<file path="src/rtl/irq_ctrl_pkg.sv">
// Shared definitions for the FPGC interrupt controller: register map,
// state encoding, STATUS field layout and default sizing.
package irq_ctrl_pkg;

  localparam int unsigned NUM_SRC_DEF = 8;
  localparam int unsigned ID_W_DEF    = 3;
  localparam int unsigned REG_W       = 32;

  // Register window offsets
  localparam logic [1:0] REG_PENDING = 2'd0;
  localparam logic [1:0] REG_MASK    = 2'd1;
  localparam logic [1:0] REG_EDGE    = 2'd2;
  localparam logic [1:0] REG_STATUS  = 2'd3;

  // Controller state encoding
  localparam logic [1:0] ST_IDLE  = 2'd0;
  localparam logic [1:0] ST_REQ   = 2'd1;
  localparam logic [1:0] ST_SERVE = 2'd2;

  // STATUS field positions
  localparam int unsigned STATUS_STATE_LSB = 30;
  localparam int unsigned STATUS_ANY_BIT   = 8;
  localparam int unsigned STATUS_ID_W      = 8;

  // Assemble the read-only STATUS word; unused bits read 0
  function automatic logic [REG_W-1:0] pack_status(
    input logic [1:0]             st,
    input logic                   any_pending,
    input logic [STATUS_ID_W-1:0] id
  );
    logic [REG_W-1:0] s;
    s = '0;
    s[STATUS_STATE_LSB +: 2]   = st;
    s[STATUS_ANY_BIT]          = any_pending;
    s[STATUS_ID_W-1:0]         = id;
    return s;
  endfunction

endpackage

</file>
<file path="src/rtl/irq_controller_prio_enc.sv">
// Combinational lowest-index-first priority encoder (bit 0 wins).
module irq_prio_enc
  import irq_ctrl_pkg::*;
#(
  parameter int unsigned NUM_SRC = NUM_SRC_DEF,
  parameter int unsigned ID_W    = ID_W_DEF
) (
  input  logic [NUM_SRC-1:0] req_in,
  output logic [ID_W-1:0]    id_c,
  output logic               valid_c
);

  // Scan from the top down so the lowest set index is the last one written
  always_comb begin
    id_c    = '0;
    valid_c = 1'b0;
    for (int i = int'(NUM_SRC) - 1; i >= 0; i--) begin
      if (req_in[i]) begin
        id_c    = ID_W'(i);
        valid_c = 1'b1;
      end
    end
  end

endmodule

</file>
<file path="src/rtl/irq_controller.sv">
// Parametrised interrupt controller for the FPGC CPU.
// Latches edge/level events per source, masks them, picks the lowest pending
// index and hands it to the CPU over an ack/EOI handshake. Register window:
// PENDING (W1C), MASK, EDGE_SEL, STATUS (read-only), 1-cycle read latency.
// Build option IRQ_CTRL_SYNC_EN: add a 2-flop synchroniser on every src_in bit.
module irq_controller
  import irq_ctrl_pkg::*;
#(
  parameter int unsigned        NUM_SRC  = NUM_SRC_DEF,
  parameter int unsigned        ID_W     = ID_W_DEF,
  parameter logic [NUM_SRC-1:0] MASK_RST = '1,
  parameter logic [NUM_SRC-1:0] EDGE_RST = '1
) (
  input  logic               clk,
  input  logic               reset,
  input  logic [NUM_SRC-1:0] src_in,
  output logic               irq_req,
  output logic [ID_W-1:0]    irq_id,
  input  logic               irq_ack,
  input  logic               irq_eoi,
  input  logic [1:0]         reg_addr,
  input  logic               reg_we,
  input  logic [REG_W-1:0]   reg_d,
  output logic [REG_W-1:0]   reg_q
);

  logic [NUM_SRC-1:0] src_cur;

  logic [1:0]         state_q,   state_d;
  logic [NUM_SRC-1:0] pending_q, pending_d;
  logic [NUM_SRC-1:0] mask_q,    mask_d;
  logic [NUM_SRC-1:0] edge_q,    edge_d;
  logic [NUM_SRC-1:0] prev_q,    prev_d;
  logic [ID_W-1:0]    id_q,      id_d;
  logic               irq_req_q, irq_req_d;
  logic [REG_W-1:0]   rdata_q,   rdata_d;

  logic [ID_W-1:0]    enc_id;
  logic               enc_valid;
  logic [NUM_SRC-1:0] id_oh;
  logic               unused_reg_d;

  // Write data above NUM_SRC is deliberately dropped
  assign unused_reg_d = ^reg_d;

`ifdef IRQ_CTRL_SYNC_EN
  logic [NUM_SRC-1:0] sync1_q, sync1_d;
  logic [NUM_SRC-1:0] sync2_q, sync2_d;

  // Two-stage synchroniser feeding the event logic
  always_comb begin
    sync1_d = src_in;
    sync2_d = sync1_q;
  end

  // Synchroniser flops, cleared on reset
  always_ff @(posedge clk) begin
    if (reset) begin
      sync1_q <= '0;
      sync2_q <= '0;
    end else begin
      sync1_q <= sync1_d;
      sync2_q <= sync2_d;
    end
  end

  assign src_cur = sync2_q;
`else
  assign src_cur = src_in;
`endif

  // Pick the highest-priority enabled pending source
  irq_prio_enc #(
    .NUM_SRC (NUM_SRC),
    .ID_W    (ID_W)
  ) u_prio_enc (
    .req_in  (pending_q & mask_q),
    .id_c    (enc_id),
    .valid_c (enc_valid)
  );

  // Next-state, pending update, register writes and read mux
  always_comb begin
    logic               wr_pend;
    logic               wr_mask;
    logic               wr_edge;
    logic [NUM_SRC-1:0] w1c;
    logic [NUM_SRC-1:0] to_edge;
    logic [NUM_SRC-1:0] ack_clr;
    logic [NUM_SRC-1:0] edge_evt;

    state_d   = state_q;
    id_d      = id_q;
    mask_d    = mask_q;
    edge_d    = edge_q;
    prev_d    = src_cur;
    pending_d = pending_q;
    rdata_d   = '0;
    ack_clr   = '0;
    id_oh     = NUM_SRC'(1) << id_q;

    wr_pend = reg_we && (reg_addr == REG_PENDING);
    wr_mask = reg_we && (reg_addr == REG_MASK);
    wr_edge = reg_we && (reg_addr == REG_EDGE);

    w1c     = wr_pend ? reg_d[NUM_SRC-1:0] : '0;
    to_edge = wr_edge ? (reg_d[NUM_SRC-1:0] & ~edge_q) : '0;

    if (wr_mask) mask_d = reg_d[NUM_SRC-1:0];
    if (wr_edge) edge_d = reg_d[NUM_SRC-1:0];

    case (state_q)
      ST_IDLE: begin
        if (enc_valid) begin
          state_d = ST_REQ;
          id_d    = enc_id;
        end
      end
      ST_REQ: begin
        // The CPU has already seen the request, so an ack beats a mask drop
        if (irq_ack) begin
          state_d = ST_SERVE;
          ack_clr = id_oh;
        end else if (~|(mask_q & id_oh)) begin
          state_d = ST_IDLE;
        end
      end
      ST_SERVE: begin
        if (irq_eoi) state_d = ST_IDLE;
      end
      default: state_d = ST_IDLE;
    endcase

    // Edge bits: clears first, a fresh edge wins. Level bits mirror the source.
    edge_evt  = src_cur & ~prev_q & edge_q;
    pending_d = (edge_q & ((pending_q & ~(w1c | ack_clr)) | edge_evt))
              | (~edge_q & src_cur);
    pending_d = pending_d & ~to_edge;

    irq_req_d = (state_d == ST_REQ);

    case (reg_addr)
      REG_PENDING: rdata_d = REG_W'(pending_q);
      REG_MASK:    rdata_d = REG_W'(mask_q);
      REG_EDGE:    rdata_d = REG_W'(edge_q);
      REG_STATUS:  rdata_d = pack_status(state_q, |pending_q, STATUS_ID_W'(id_q));
      default:     rdata_d = '0;
    endcase
  end

  // State registers with synchronous reset
  always_ff @(posedge clk) begin
    if (reset) begin
      state_q   <= ST_IDLE;
      pending_q <= '0;
      mask_q    <= MASK_RST;
      edge_q    <= EDGE_RST;
      prev_q    <= '1;
      id_q      <= '0;
      irq_req_q <= 1'b0;
      rdata_q   <= '0;
    end else begin
      state_q   <= state_d;
      pending_q <= pending_d;
      mask_q    <= mask_d;
      edge_q    <= edge_d;
      prev_q    <= prev_d;
      id_q      <= id_d;
      irq_req_q <= irq_req_d;
      rdata_q   <= rdata_d;
    end
  end

  assign irq_req = irq_req_q;
  assign irq_id  = id_q;
  assign reg_q   = rdata_q;

endmodule

</file>
<file path="config.mk">
export PLATFORM = sky130hd
export DESIGN_NAME = irq_controller
export DESIGN_NICKNAME = d
export VERILOG_FILES = /design/src/rtl/irq_ctrl_pkg.sv /design/src/rtl/irq_controller_prio_enc.sv /design/src/rtl/irq_controller.sv
export SDC_FILE = /design/constraint.sdc
export NUM_CORES = 1
export LEC_CHECK = 0
export ABC_CLOCK_PERIOD_IN_PS = 1650
export BUFFER_PORTS_ARGS = -buffer_cell sky130_fd_sc_hd__buf_2
export CAP_MARGIN = 20
export CORE_MARGIN = 3
export CORE_UTILIZATION = 49
export DETAILED_ROUTE_END_ITERATION = 10
export GPL_TIMING_DRIVEN = 0
export MAX_ROUTING_LAYER = met4
export PLACE_DENSITY = 0.86
export SETUP_SLACK_MARGIN = 0.15
export SYNTH_ARGS = -nofsm -noshare
export SYNTH_HDL_FRONTEND = slang
export SYNTH_HIERARCHICAL = 1
export SYNTH_SLANG_ARGS = --single-unit
</file>
<file path="constraint.sdc">
create_clock -name clk -period 1.65 [get_ports clk]
set_input_delay 0.2475 -clock clk [delete_from_list [all_inputs] [get_ports clk]]
set_output_delay 0.2475 -clock clk [all_outputs]
set_load 0.1 [all_outputs]
</file>
After elaboration in Yosys (flattened, before gate mapping)

Index checks and enable logic that the tools add are counted.

Bitwise operators: 16
Muxes and demuxes: 26
Reductions and logical operators: 8
Shifts and indexed selects: 1
Eq/ne operators: 6

Operators with widths:

| cell                  | count |
|---|---|
| $pmux W32 S4          | 1 |
| $and A8 B8 Y8         | 9 |
| $mux W8               | 4 |
| $not A8 Y8            | 4 |
| $mux W3               | 8 |
| $or A8 B8 Y8          | 3 |
| $reduce_or A8 Y1      | 2 |
| $mux W1               | 8 |
| $mux W2               | 4 |
| $shl A1 B3 Y8 const A | 1 |
| $eq A2 B1 Y1 const B  | 3 |
| $eq A2 B2 Y1 const B  | 3 |
| $pmux W2 S3           | 1 |
| $logic_not A2 Y1      | 2 |
| $logic_and A1 B1 Y1   | 3 |
| $reduce_and A2 Y1     | 1 |

Output and inout bits: 36
Register bits: 70
Logic and storage cells: 65
Input port bits: 47

Logic depth before layout (Yosys ltp)

Gate-level depths: netlist of the first run.

Word-level depth: 12
Mapped depth: 7

By module

The synthesis of the first run kept the hierarchy.

Modules (own cells, without submodules):

| module         | instances | area each (um^2) | cells each |
|---|---|---|---|
| irq_controller | 1         | 2243.4           | 248 |
| irq_prio_enc   | 1         | 80.1             | 13 |

Least setup slack after synthesis of the first run

No wires, ideal clock.

Path type: register to register
Start: register id_q[1], in the netlist irq_id[1]
End: register irq_req_q, in the netlist irq_req
Setup time: 135 ps
Arrival time: 1870 ps
Cell stages (with the launch flop): 6
Data required time: 1515 ps
Slack: -356 ps
Clock period less this slack: 2006 ps
Cell sequence: dfxtp_1 buf_2 mux2i_1 o22ai_1 a221oi_1 o32ai_1

Word-level cells in the longest chain between the ends: 7

Ends and longest elaborated chain:

| item                     | RTL line              | text |
|---|---|---|
| start: declaration       | irq_controller.sv:34  | `logic [ID_W-1:0] id_q, id_d;` |
| start signal: assignment | irq_controller.sv:168 | `id_q <= id_d;` |
| $shl A1 B3 Y8            | irq_controller.sv:100 | `id_oh = NUM_SRC'(1) << id_q;` |
| $and A8 B8 Y8            | irq_controller.sv:124 | `end else if (~\|(mask_q & id_oh)) begin` |
| $reduce_or A8 Y1         | irq_controller.sv:124 |  |
| $mux W2                  | irq_controller.sv:124 |  |
| $mux W2                  | irq_controller.sv:121 | `if (irq_ack) begin` |
| $pmux W2 S3              | irq_controller.sv:112 | `case (state_q)` |
| $eq A2 B1 Y1             | irq_controller.sv:140 | `irq_req_d = (state_d == ST_REQ);` |
| end signal: assignment   | irq_controller.sv:169 | `irq_req_q <= irq_req_d;` |
| end: declaration         | irq_controller.sv:35  | `logic irq_req_q, irq_req_d;` |

No other way between the ends.
A chain may end at the register's enable or synchronous reset.

Worst setup path after layout of the first run

Start: register pending_q[0]
End: register id_q[2], in the netlist irq_id[2]

Word-level cells in the longest chain between the ends: 3
Elaborated cells between the ends (all ways): 4

Ends and longest elaborated chain:

| item                               | RTL line                      | text |
|---|---|---|
| start: declaration                 | irq_controller.sv:30          | `logic [NUM_SRC-1:0] pending_q, pending_d;` |
| start signal: assignment           | irq_controller.sv:164         | `pending_q <= pending_d;` |
| $and A8 B8 Y8                      | irq_controller.sv:77          | `.req_in (pending_q & mask_q),` |
| $mux W1                            | irq_controller_prio_enc.sv:18 | `if (req_in[i]) begin` |
| net enc_valid                      | irq_controller.sv:39          | `logic enc_valid;` |
| $reduce_and A2 Y1 (no source line) | --                            |  |

The timed path passes the listed nets, and every way through them passes these cells.

==> results of run 1 <==
-- power breakdown --
part | total, mW | switching (mW) | internal (mW)
logic | 1.03 | 0.752 | 0.275
clock network | 0.686 | 0.393 | 0.293
registers | 1.36 | 0.0795 | 1.28
total | 3.07 | 1.22 | 1.84
-- layout by cell type (no fill, tap or decap), drive strengths merged --
cell / count
buf: 62
dfxtp: 49
nand2: 39
conb: 21
a21oi: 18
o211ai: 16
nor2: 15
and2: 13
clkbuf: 12
inv: 9
or2: 8
o311ai: 8
mux2i: 7
a221o: 6
nor2b: 5
o21ai: 4
nor4: 4
mux4: 3
clkinv: 3
mux2: 2
o32ai: 2
nand3b: 2
nand3: 2
nand4: 2
a211oi: 2
nand2b: 2
or4b: 1
o22ai: 1
a221oi: 1
and4b: 1
nor3b: 1
and4bb: 1
or3b: 1
clkinvlp: 1
o21bai: 1
o41ai: 1
-- layer usage --
layer  GRT usage (%)  vias to the layer above  wire, um
met2           34.14                      129      2691
met1           27.15                      954      2417
met4           7.510                        0       134
met5               -                        -         0
met3           3.872                       15       457
li1                -                     1018         -
-- critical path, delay by kind of cell (launching register included) --
family	cells	cell delay (ns)
DFF	1	0.34
AOI/OAI and AO/OA	1	0.06
and+or+nand+nor	6	0.92
-- final timing paths --
kind | start | to | slack (ns) | cells past startpoint
min reg2reg | edge_q[3] | pending_q[3] | 0.52 | 2
max | pending_q[0] | irq_id[2] | 0.21 | 7
max reg2reg | pending_q[0] | irq_id[2] | 0.21 | 7
min | src_in[7] | prev_q[7] | 0.14 | 2
-- cell type report --
cell class                 instances  area, sq um
buffer                            32        210.2
clock buffer                       5        68.82
clock inverter                     3        17.52
fill                             382         1678
inverter                          10        37.54
multi-input combinational        190         1219
sequential                        49        991.0
tap                               52        65.06
timing repair buffer              37        187.7
-- kinds of logic (layout without fill, tap and decap cells) --
kind of cell	Yosys count	count (layout)	synth area share [%]
compound gates	60	60	18.26
buf+inv	42	87	10.55
flops	49	49	42.22
mux	12	12	6.893
other cells	1	21	0.1614
simple gates	97	97	21.92
-- repair_timing --
| action | 4_1_cts | 5_1_grt |
|---|---|---|
| setup endpoints to repair | 3 | 6 |
| gates resized for setup | 2 | 9 |
| pin swaps | 0 | 3 |
| buffers inserted | 0 | 0 |
-- registers in the layout, indices dropped and copies added, names as in the netlist --
register and flops:
mask_q 8, prev_q 8, edge_q 8, state_q 2, irq_req 1, pending_q 8
irq_id 3, reg_q 11
==> results.yml, run 1 <==
clock_tree:
  clockBufferDepth: 2
  clock_tree.root_cell: "clkbuf_8"
  cts_hold_buffers: 0
  cts_inserted_buffers: 5
  cts.sinks: 49
  clk_pin_slew_ns: 0.09
  htree_num_levels: 2
  cts_tree: "built"
  clock_latency_ns: 0.30
logic_synthesis:
  netlist_instances: 261
  ys_seq_elements: 49
  synth_top_area_cell: "dfxtp_1"
  async_flop_share_pct: 0
  yosysWarnings: 6
  synthTopCellsByArea: "dfxtp_1, buf_4, nand2_1, o211ai_1, a21oi_1"
  synth_common_cells: "dfxtp_1, nand2_1, buf_4"
  yosysSeqAreaShare_pct: 42.22
  syn_area_sq_um: 2323
  syn_area_per_cell_sq_um: 8.902
  synth_edf_count: 0
  yosysUniqueCellTypes: 39
  yosysMostFrequentCell: "dfxtp_1"
  synth_top_flop_cell: "dfxtp_1"
  synth_top_area_share_pct: 42.22
detailed_routing:
  firstDrtPassIters: 5
  viasPerCell: 5.598
  route.final.wire_length_um: 5701
  final_antenna_net_count: 0
  drt_iter0_markers: 221
  drc: 0
  routedWlPerCell_um: 15.08
  vias: 2116
global_route:
  overflow: 0
  antenna_found_initial: 0
  grt_pass1_vias: 1919
  grt_usage_pct: 21.39
  grt_pass1_wl_um: 8976
  grt_max_degree: 16
critical_path:
  slowest_stage: "dfxtp_1"
  cp_cell_sequence: "and2_2, nor4_4, nand2_1, nand2b_4, nor2_1, nand2_1, a21oi_1"
  path_max_fanout: 6
  crit_type: "reg2reg"
  worstPathRequired_ns: 1.82
  max_stage_delay_ns: 0.34
  cp_data_arrival_time_ns: 1.61
  worst_path_most_repeated_cell: "nand2_1"
  worstSetupEndpointType: "flip-flop"
  critPathLaunchType: "flip-flop"
cells_and_area:
  final_cells: 378
  layout.nets: 372
  diodes: 0
  area_growth_pct: 20.36
  drive_above_1_share_pct: 30.37
  design_area_sq_um: 2796
  post-route-util_pct: 62.50
timing:
  slew_viol_final: 0
  final.min_clock_period_ns: 1.444
  timing.final.ws_setup_ns: 0.2058
  setup_viol: 0
  rsz0062_at_grt: "no"
  period_share_pct: 87.53
  finalSetupTns_ns: 0
  max_freq_ghz: 0.6924
  finalHoldViolCount: 0
  finClkSkew_ns: 0.005254
  fin_hold_ws_ns: 0.1384
  worstMarginPinSlew_ns: 0.5313
  relSlewSlack_pct: 64.58
placement:
  dp_slack_ns: 0.07675
  dpl.hpwl_um: 4169
  portBuffers: 37
  gp_congestion: 0.9289
  placed_cell_area_sq_um: 2660
  place_inst: 370
floorplan:
  num_rows: 24
  core-area_sq_um: 4474
  die_area_sq_um: 5604
  io_pins: 83
  dieHeight_um: 74.86
  die_width_um: 74.86
  initial_utilization_pct: 51.93
power:
  p_leak_nw: 1.320
  ir_worst_vdd_v: 0.0005703
  powerDensity_nw_per_um2: 1097
  total_power_mw: 3.069
job:
  maxCapViolCount: 0
hold_path:
  hold_path.class: "in2reg"
outcome:
  status: "complete, no violations"
Power figures use the tool's default switching activity.
==> inputs of run 2 (changes only) <==
- CAP_MARGIN: 20 -> unset
- CELL_PAD_IN_SITES_DETAIL_PLACEMENT: unset -> 1
- CELL_PAD_IN_SITES_GLOBAL_PLACEMENT: unset -> 1
- CORE_UTILIZATION: 49 -> 36
- CTS_CLUSTER_SIZE: unset -> 30
==> results.yml, run 2 (synthesis gave the netlist of run 1 again) <==
outcome:
  status: "complete, no violations"
global_route:
  grt_usage_pct: 18.83
  antenna_found_initial: 0
  overflow: 0
  grt_pass1_vias: 2068
  grt_pass1_wl_um: 10630
  grt_max_degree: 17
hold_path:
  hold_path.class: "in2reg"
  hold_start: "src_in[0]"
  min_path_cells: 2
timing:
  slew_viol_final: 0
  finalHoldViolCount: 0
  final.min_clock_period_ns: 1.415
  finalSetupTns_ns: 0
  relSlewSlack_pct: 56.11
  worstMarginPinSlew_ns: 0.6584
  finClkSkew_ns: 0.008289
  period_share_pct: 85.75
  rsz0062_at_grt: "yes"
  max_freq_ghz: 0.7067
  setup_viol: 0
placement:
  dpl.hpwl_um: 4920
  place_inst: 393
  placed_cell_area_sq_um: 2689
  gp_congestion: 0.9207
  portBuffers: 37
critical_path:
  startpoint: "pending_q[4]"
  max_stage_delay_ns: 0.36
  slowest_stage: "dfxtp_4"
  cp_cell_sequence: "and2_4, nor4_4, nand2_1, nand2b_4, nor2_2, nand2_1, a21oi_1"
  path_max_fanout: 6
  worstPathRequired_ns: 1.82
  cp_data_arrival_time_ns: 1.58
  critPathLaunchType: "flip-flop"
  crit_type: "reg2reg"
  worstSetupEndpointType: "flip-flop"
  worst_path_most_repeated_cell: "nand2_1"
  ff2ff_path_depth: 7
  r2r-start: "pending_q[4]"
cells_and_area:
  largest_reg_flops: 11
  layout.nets: 378
  final_cells: 407
  final_cell_mix: "buf_2, nand2_1, dfxtp_1"
  diodes: 0
  n_fill_cell: 769
  area_growth_pct: 24.50
  design_area_sq_um: 2893
  drive_above_1_share_pct: 34.34
  post-route-util_pct: 47.45
floorplan:
  core-area_sq_um: 6096
  dieHeight_um: 86.34
  initial_utilization_pct: 38.12
  die_width_um: 86.34
  num_rows: 28
  io_pins: 83
  die_area_sq_um: 7454
power:
  ir_worst_vdd_v: 0.0004655
  powerDensity_nw_per_um2: 1097
  p_leak_nw: 1.349
clock_tree:
  clk_pin_slew_ns: 0.09
  cts_tree: "built"
  cts_hold_buffers: 0
  cts.sinks: 49
  clockBufferDepth: 2
  clock_latency_ns: 0.31
  htree_num_levels: 2
  clock_tree.root_cell: "clkbuf_8"
  cts_inserted_buffers: 5
job:
  maxCapViolCount: 0
detailed_routing:
  viasPerCell: 5.329
  drt_iter0_markers: 122
  route.final.wire_length_um: 6955
  routedWlPerCell_um: 17.09
  final_antenna_net_count: 0
  firstDrtPassIters: 4
  drc: 0
  vias: 2169
run 2: cell count changes in the layout (fill, tap and decap cells not counted), sizes merged:
cell / before / now
buf: 62 / 68
clkinv: 3 / 1
clkinvlp: 1 / 2
inv: 9 / 10
run 2: path summary, 6_finish.rpt:
kind,to,slack [ns]
setup / recovery,irq_id[0],0.24
hold / removal,prev_q[0],0.13
setup reg to reg,irq_id[0],0.24
hold reg to reg,pending_q[3],0.52
run 2: layer usage:
layer  up-vias  wire [um]  global-route usage, %
met5         -          0                      -
met4         0        103                  4.533
met3        12        440                  3.517
met2        67       3419                  30.11
met1      1061       2992                  24.71
li1       1029          -                      -
run 2: report_power, final:
| part | switching, mW | internal (mW) | total [mW] | leakage [nW] |
|---|---|---|---|---|
| Combinational | 0.775 | 0.308 | 1.08 | 0.901 |
| Clock | 0.431 | 0.299 | 0.731 | 0.0407 |
| Sequential | 0.0828 | 1.28 | 1.36 | 0.408 |
| Total | 1.29 | 1.88 | 3.17 | 1.35 |
run 2: worst max-delay path, delay by kind of cell, from the launching register on:
kind             cells  cell delay, ns
AO/OA/AOI/OAI        1            0.06
flip-flops           1            0.36
AND/OR/NAND/NOR      6            0.85
run 2: timing repair:
| action | in CTS | in global routing |
|---|---|---|
| pin swaps | 0 | 4 |
| buffers inserted | 0 | 6 |
| gates resized for setup | 5 | 19 |
| endpoints found under the setup margin | 5 | 4 |
run 2: metrics by stage:
step / setup WS (ns) / power, mW / hold slack, ns
final: 0.2351 / 3.173 / 0.1347
after CTS: 0.1645 / 3.120 / 0.1338
after global routing: 0.1326 / 3.314 / 0.1309
after global placement: 0.1034 / 2.351 / 0.4529
after detailed placement: 0.008356 / 2.373 / 0.4527
after floorplan: 0.1730 / 2.183 / 0.3541
run 2: layout make-up:
cell class              instances  area [sq um]  area share, %
repair buffers                 43         232.7          8.045
inverters                      10         37.54          1.298
clock buffers                   5         68.82          2.379
flip-flops and latches         49          1003          34.69
multi-input cells             190          1225          42.34
well taps                      75         93.84          3.244
plain buffers                  32         210.2          7.266
clock inverters                 3         21.27         0.7353
==> inputs of run 3 (changes only) <==
- SETUP_SLACK_MARGIN: 0.15 -> 0.3
==> results.yml, run 3 (synthesis gave the netlist of run 1 again) <==
outcome:
  status: "complete, no violations"
power:
  combPwrFrac_pct: 32.7
  p_sw_mw: 1.340
  p_leak_nw: 1.423
  seqPwrFrac_pct: 38.8
  p_int_mw: 2.171
  p_clk_share_pct: 28.5
  ir_worst_vdd_v: 0.0005838
  powerDensity_nw_per_um2: 1153
  swShare_pct: 38.17
floorplan:
  core-area_sq_um: 6096
  initial_utilization_pct: 38.12
  die_area_sq_um: 7454
  die_width_um: 86.34
  num_rows: 28
  dieHeight_um: 86.34
  io_pins: 83
hold_path:
  min_path_cells: 2
  hold_path.class: "in2reg"
timing:
  finClkSkew_ns: 0.009577
  finalSetupTns_ns: 0
  rsz0062_at_grt: "yes"
  relSlewSlack_pct: 54.78
  worstMarginPinSlew_ns: 0.6783
  finalHoldViolCount: 0
  final.min_clock_period_ns: 1.382
  slew_viol_final: 0
  setup_viol: 0
  period_share_pct: 83.76
  max_freq_ghz: 0.7236
cells_and_area:
  layout.nets: 384
  multiInputGateArea_sq_um: 1266
  regArea_sq_um: 1010
  post-route-util_pct: 49.96
  design_area_sq_um: 3045
  largest_reg_flops: 11
  diodes: 0
  layout.cells.most_common: "buf_4"
  area_growth_pct: 31.07
  final_cell_mix: "buf_4, nand2_1, dfxtp_1"
  n_fill_cell: 760
  drive_above_1_share_pct: 39.64
detailed_routing:
  drc: 0
  final_antenna_net_count: 0
  routedWlPerCell_um: 17.72
  route.final.wire_length_um: 7320
  viasPerCell: 5.310
  drt_iter0_markers: 143
  firstDrtPassIters: 4
  vias: 2193
clock_tree:
  cts.sinks: 49
  clock_latency_ns: 0.32
  clock_tree.root_cell: "clkbuf_8"
  cts_inserted_buffers: 5
  cts_tree: "built"
  clk_pin_slew_ns: 0.10
  htree_num_levels: 2
  cts_hold_buffers: 0
  clockBufferDepth: 2
global_route:
  grt_max_degree: 17
  grt_pass1_vias: 2225
  grt_pass1_wl_um: 11550
  grt_usage_pct: 20.75
  antenna_found_initial: 0
  overflow: 0
critical_path:
  cp_data_arrival_time_ns: 1.57
  worstPathRequired_ns: 1.84
  crit_end: "irq_id[2]"
  critPathLaunchType: "flip-flop"
  path_max_fanout: 4
  r2r-start: "pending_q[6]"
  r2r_slack_ns: 0.27
  ff2ff_path_depth: 7
  reg2reg_to: "irq_id[2]"
  startpoint: "pending_q[6]"
  worstSetupEndpointType: "flip-flop"
  crit_type: "reg2reg"
placement:
  dpl.hpwl_um: 5098
  portBuffers: 37
  placed_cell_area_sq_um: 2709
  gp_congestion: 0.8823
job:
  maxCapViolCount: 0
==> run 3: cell count changes in the layout (fill, tap and decap cells not counted), sizes merged <==
cell      change
buf           +4
bufinv        +1
clkbuf        +3
clkinvlp      -2
==> run 3: repair_timing <==
| action | 4_1_cts | 5_1_grt |
|---|---|---|
| gates resized for setup | 26 | 20 |
| hold endpoints to repair | 0 | 0 |
| setup endpoints to repair | 8 | 12 |
| pin swaps | 7 | 8 |
| buffers inserted | 8 | 4 |
==> run 3: cell type report <==
cell class              count  area share [%]
plain buffers              32           7.067
multi-input cells         190           41.58
inverters                  10           1.233
flip-flops and latches     49           33.16
repair buffers             49           9.532
well taps                  75           3.081
clock inverters             2           1.274
clock buffers               6           3.081
==> run 3: worst min path at each step <==
stage          startpoint         to
2_1_floorplan   src_in[0]  prev_q[0]
3_3_place_gp    src_in[1]  prev_q[1]
3_5_place_dp    src_in[7]  prev_q[7]
4_1_cts         src_in[3]  prev_q[3]
5_1_grt         src_in[7]  prev_q[7]
6_report        src_in[3]  prev_q[3]
==> run 3: stage by stage <==
stage                     hold WS [ns]  worst slack (ns)  instances  total power, mW
after floorplan                 0.3541            0.2889        281            2.196
after global placement          0.4522           0.09573        393            2.361
after detailed placement        0.4566          0.009168        393            2.391
after CTS                       0.1219            0.2714        409            3.468
after global routing            0.1192            0.1919        413            3.652
final                           0.1228            0.2680        413            3.512
==> run 3: power groups by stage <==
| stage | logic, mW | registers, mW | clock network (mW) |
|---|---|---|---|
| 2_1_floorplan | 0.567 | 1.63 | 0 |
| 3_3_place_gp | 0.982 | 1.38 | 0 |
| 3_5_place_dp | 1.00 | 1.39 | 0 |
| 4_1_cts | 1.10 | 1.36 | 1.01 |
| 5_1_grt | 1.21 | 1.38 | 1.07 |
| 6_report | 1.15 | 1.36 | 1.00 |
==> run 3: per-layer routing <==
metal  vias up  share of wire (%)  track usage, %
li1       1036                  -               -
met1      1082                 42           24.40
met3        11                5.1           4.468
met2        64                 51           33.94
met4         0                1.8           9.348
met5         -                  0               -
==> run 3: critical path: stages (launching register included) <==
cell	delay, ns
dfxtp_2	0.36
and2_4	0.18
nor4_4	0.30
buf_4	0.16
buf_4	0.09
nor2b_1	0.04
nand2_2	0.07
a21oi_2	0.05
